### config.mk
export PLATFORM = sky130hd
export DESIGN_NAME = rob_param
export DESIGN_NICKNAME = d
export VERILOG_FILES = /design/src/rtl/rob_param.sv
export SDC_FILE = /design/constraint.sdc
export NUM_CORES = 1
export LEC_CHECK = 0
export ABC_AREA = 1
export BUFFER_PORTS_ARGS = -buffer_cell sky130_fd_sc_hd__buf_2
export CORE_UTILIZATION = 35
export DETAILED_ROUTE_END_ITERATION = 6
export SYNTH_ARGS = -nofsm -noshare
export SYNTH_HDL_FRONTEND = slang
export SYNTH_SLANG_ARGS = --single-unit
export TNS_END_PERCENT = 5
### constraint.sdc
create_clock -name clk -period 3 [get_ports clk]
set_clock_uncertainty 0.15 [all_clocks]
set_input_delay 0.45 -clock clk [delete_from_list [all_inputs] [get_ports clk]]
set_output_delay 0.45 -clock clk [all_outputs]
set_load 0.02 [all_outputs]
### src/rtl/rob_param.sv
// Purpose : in-order reorder buffer; allocates tags at dispatch, takes CDB results, retires from the head.
// Latency : a CDB write is visible at commit and query one cycle later; flush takes effect on the next edge.
// Backpr. : alloc stalls while the buffer is full; commit holds while commit_ready is low.
module rob_param #(
    parameter int DEPTH  = 8,
    parameter int DATA_W = 16,
    parameter int REG_W  = 3,
    parameter int TAG_W  = $clog2(DEPTH)
) (
    input  logic              clk,
    input  logic              reset_n,
    input  logic              alloc_req,
    input  logic [REG_W-1:0]  alloc_dest,
    input  logic              alloc_has_dest,
    output logic              alloc_ready,
    output logic [TAG_W-1:0]  alloc_tag,
    input  logic              cdb_valid,
    input  logic [TAG_W-1:0]  cdb_tag,
    input  logic [DATA_W-1:0] cdb_data,
    input  logic              cdb_mispredict,
    input  logic              commit_ready,
    output logic              commit_valid,
    output logic [TAG_W-1:0]  commit_tag,
    output logic [REG_W-1:0]  commit_dest,
    output logic              commit_has_dest,
    output logic [DATA_W-1:0] commit_data,
    output logic              flush,
    input  logic [TAG_W-1:0]  qry_tag,
    output logic              qry_hit,
    output logic [DATA_W-1:0] qry_data,
    output logic [TAG_W:0]    count
);

    typedef struct packed {
        logic              busy;
        logic              done;
        logic              mispredict;
        logic              has_dest;
        logic [REG_W-1:0]  dest;
        logic [DATA_W-1:0] data;
    } entry_t;

    localparam logic [TAG_W:0]   FULL_CNT = (TAG_W+1)'(DEPTH);
    localparam logic [TAG_W:0]   CNT_ONE  = (TAG_W+1)'(1);
    localparam logic [TAG_W-1:0] PTR_ONE  = TAG_W'(1);

    entry_t           rob_q [DEPTH];
    logic [TAG_W-1:0] head_q;
    logic [TAG_W-1:0] tail_q;
    logic [TAG_W:0]   count_q;

    entry_t head_ent;
    entry_t qry_ent;
    logic   alloc_fire;
    logic   commit_fire;
    logic   cdb_fire;

    assign head_ent = rob_q[head_q];
    assign qry_ent  = rob_q[qry_tag];

    // Full decode uses only the registered count, so a slot freed by commit is reusable next cycle.
    assign alloc_ready = (count_q != FULL_CNT);
    assign alloc_tag   = tail_q;
    assign count       = count_q;

    assign commit_valid    = head_ent.busy && head_ent.done;
    assign commit_tag      = head_q;
    assign commit_dest     = head_ent.dest;
    assign commit_has_dest = head_ent.has_dest;
    assign commit_data     = head_ent.data;

    assign commit_fire = commit_valid && commit_ready;
    assign flush       = commit_fire && head_ent.mispredict;
    // A mispredict retiring this cycle squashes any allocation made alongside it.
    assign alloc_fire  = alloc_req && alloc_ready && !flush;
    // Results for tags that are not in flight (e.g. squashed by a flush) are dropped.
    assign cdb_fire    = cdb_valid && rob_q[cdb_tag].busy;

    // Query reads registered state only; a same-cycle CDB result is not forwarded.
    assign qry_hit  = qry_ent.busy && qry_ent.done;
    assign qry_data = qry_ent.data;

    // Head/tail pointers and occupancy; wrap is implicit since DEPTH is a power of two.
    always_ff @(posedge clk or negedge reset_n) begin
        if (!reset_n) begin
            head_q  <= '0;
            tail_q  <= '0;
            count_q <= '0;
        end else if (flush) begin
            head_q  <= '0;
            tail_q  <= '0;
            count_q <= '0;
        end else begin
            if (alloc_fire) begin
                tail_q <= tail_q + PTR_ONE;
            end
            if (commit_fire) begin
                head_q <= head_q + PTR_ONE;
            end
            case ({alloc_fire, commit_fire})
                2'b10:   count_q <= count_q + CNT_ONE;
                2'b01:   count_q <= count_q - CNT_ONE;
                default: count_q <= count_q;
            endcase
        end
    end

    // Per-entry state: CDB completion, retirement and allocation never target the same live slot.
    always_ff @(posedge clk or negedge reset_n) begin
        if (!reset_n) begin
            for (int i = 0; i < DEPTH; i++) begin
                rob_q[i] <= '0;
            end
        end else if (flush) begin
            for (int i = 0; i < DEPTH; i++) begin
                rob_q[i].busy       <= 1'b0;
                rob_q[i].done       <= 1'b0;
                rob_q[i].mispredict <= 1'b0;
            end
        end else begin
            for (int i = 0; i < DEPTH; i++) begin
                if (cdb_fire && (cdb_tag == TAG_W'(i))) begin
                    rob_q[i].done       <= 1'b1;
                    rob_q[i].data       <= cdb_data;
                    rob_q[i].mispredict <= cdb_mispredict;
                end
                if (commit_fire && (head_q == TAG_W'(i))) begin
                    rob_q[i].busy <= 1'b0;
                end
                if (alloc_fire && (tail_q == TAG_W'(i))) begin
                    rob_q[i].busy       <= 1'b1;
                    rob_q[i].done       <= 1'b0;
                    rob_q[i].mispredict <= 1'b0;
                    rob_q[i].dest       <= alloc_dest;
                    rob_q[i].has_dest   <= alloc_has_dest;
                end
            end
        end
    end

endmodule

==> impl_metrics.ini <==
[outcome]
status = finished, final reports clean

[place]
dp_cells = 1779
placed_cell_area_mm2 = 0.01129
post-place-ws_ps = 298.8
portBuffers = 81
place.gp.congestion = 0.8955
place_hpwl_um = 20380

[yosys]
synth-seq-cells = 194
synth-seq-area-share = 0.4618
yosysWarnings = 0
syn-cell-area_mm2 = 0.01051
synth_top_cell_by_area = dfrtp_1
async_flop_share = 1.000
synth.area.top_cells = dfrtp_1, nand2_1, o21ai_0, a21oi_1, o21ai_1
synth-main-ff-cell = dfrtp_1
synth_top_area_share = 0.4618
synth_cells = 1370
synth-edff-count = 0
synth_cell_types = 35
avgSynthCellArea_um2 = 7.673
synth.net_count = 1417

[global_routing]
met3_usage = 0.03203
grt_pass1_wl_um = 51250
antenna_found_initial = 0
grt_use_met2 = 0.3309
gr-usage-met1 = 0.3022
grt_usage = 0.2137
grt.busiest_layer = met2
grt_max_degree = 87
grt_overflow = 0
grt_pass1_vias = 9041

[power]
ir_worst_vdd_v = 0.0004114
internal_power_uw = 7239
p_sw_uw = 5614
p_clk_frac = 0.199
sw_frac_of_total = 0.4368
p_leak_uw = 0.005619
power_density_mw_per_mm2 = 1072
combPwrFrac = 0.435
p_seq_frac = 0.366

[die]
die_area_mm2 = 0.03073
fp-row-count = 63
die_y_um = 175.3
fp.dieW_um = 175.3
core_mm2 = 0.02956
initial_utilization = 0.3556
io_pins = 82

[critical_path]
r2r_cells = 17
critPathRequiredTime_ps = 2400
path_class = reg2out
startpoint_type = flip-flop
arrival_ps = 2360
path_max_fanout = 34
end_kind = output pin

[final_layout]
drive_gt1_frac = 0.1245
fin_cells = 1812
multi_input_area_mm2 = 0.004777
nets = 1457
regArea_mm2 = 0.004860
final_common_cell = nand2_1
diodes = 0
fin_area_mm2 = 0.01199
area_delta_synth_final_pct = 14.11
fillCellCount = 2998
final_cell_mix = nand2_1, o21ai_0, dfrtp_1

[timing]
maxSlewHeadroom = 0.5169
rsz0062_at_grt = true
finalSetupViolations = 0
worstMarginPinSlew_ps = 724.7
fmax_mhz = 337.7
final_hold_viol_count = 0
fin_ws_ps = 38.45
fin_setup_tns_ps = 0
fin_crit_sh = 0.9872
finalCriticalPeriod_ps = 2962
drv_slew = 0

[flow_run]
maxCapViolCount = 0

[routing]
ant_nets = 0
wl_per_cell_um = 17.94
drc_errors = 0
drt_wl_total_um = 32510
num_vias = 9730
drt_iter0_markers = 1135
dr.pass1.iters = 5
via_per_inst = 5.370

[clocking]
cts.sinks = 194
postCtsSetupBuffers = 0
clock_path_buffers = 2
cts_tree = done
clkTransAtPathRegs_ps = 70
cts-root-buf = clkbuf_16
clock_latency_ps = 440
htreeDepth = 4
numCtsBuffers = 17

[hold_path]
hold_depth = 3
worstHoldPathType = in2reg
## final timing paths
check | start | slack, ps | end
setup / recovery | commit_tag[0]$_DFFE_PN0P_ | 40 | commit_data[11]
hold / removal | alloc_dest[0] | 170 | rob_q[85]$_DFFE_PN0P_
setup reg to reg | commit_tag[0]$_DFFE_PN0P_ | 160 | count[3]$_DFFE_PN0P_
hold reg to reg | rob_q[62]$_DFFE_PN0P_ | 320 | rob_q[62]$_DFFE_PN0P_
max in group asynchronous | reset_n | 1510 | rob_q[157]$_DFFE_PN0P_
min in group asynchronous | reset_n | 460 | rob_q[101]$_DFFE_PN0P_
## power groups by stage
stage	sequential [uW]	clock [uW]	combinational [uW]
2_1_floorplan	4530	0	3890
3_3_place_gp	4700	0	5390
3_5_place_dp	4700	0	5460
4_1_cts	4670	2590	5480
5_1_grt	4850	2690	6260
6_report	4710	2560	5590
## flip-flops by register name, indices dropped and copies added, names as in the netlist
name and cells:
count 4, alloc_tag 3, rob_q 184, commit_tag 3
## synthesized netlist by cell type, types with 5 or more instances
cell / instances
a21oi_1: 81
a31oi_1: 36
buf_1: 5
buf_2: 13
buf_4: 16
buf_6: 8
clkbuf_1: 57
dfrtp_1: 194
ha_1: 14
inv_1: 94
nand2_1: 332
nand2_2: 5
nand3_1: 29
nand3_2: 7
nand4_1: 30
nor2_1: 86
nor2_2: 5
o211ai_1: 33
o21ai_0: 221
o21ai_1: 76
o22ai_1: 6
## through the flow
step	util	power, uW	hold WS [ps]
2_1_floorplan	-	8412	4.409
3_3_place_gp	0.3819	10090	298.7
3_5_place_dp	0.3819	10160	303.7
4_1_cts	0.4042	12750	156.9
5_1_grt	0.4058	13800	176.4
6_report	0.4058	12850	173.1
## metal layers
metal  wire [um]  share of wire
met5           0              0
met4         815          0.025
met3        1737          0.053
met2       14930           0.46
met1       15030           0.46
## critical path, stage by stage, from the launching register on
cell and delay (ps):
dfrtp_4 540, inv_2 240, buf_16 240, nand2_1 60, o21ai_0 140, a21oi_1 130
a31oi_1 290, buf_2 230
## kinds of logic after synthesis
group	count (synthesis)	share of synthesized area
flops	194	0.4619
fa+ha+maj	15	0.01857
simple gates	504	0.2026
compound gates	458	0.2325
buf+inv	198	0.08368
xor+xnor	1	0.0008334
## cell type report
class	instances	share of cell area
Clock inverter	12	0.01700
Multi-Input combinational cell	978	0.3983
Inverter	99	0.03098
Clock buffer	19	0.03693
Timing Repair Buffer	120	0.07094
Sequential cell	194	0.4052
Tap cell	390	0.04068
## timing repair
action,4_1_cts,5_1_grt
gates cloned,0,1
gates resized for setup,1,5
setup endpoints to repair,19,20
hold buffers,1,0
hold endpoints to repair,79,0
Note: power is estimated with default switching activity, not from simulation.
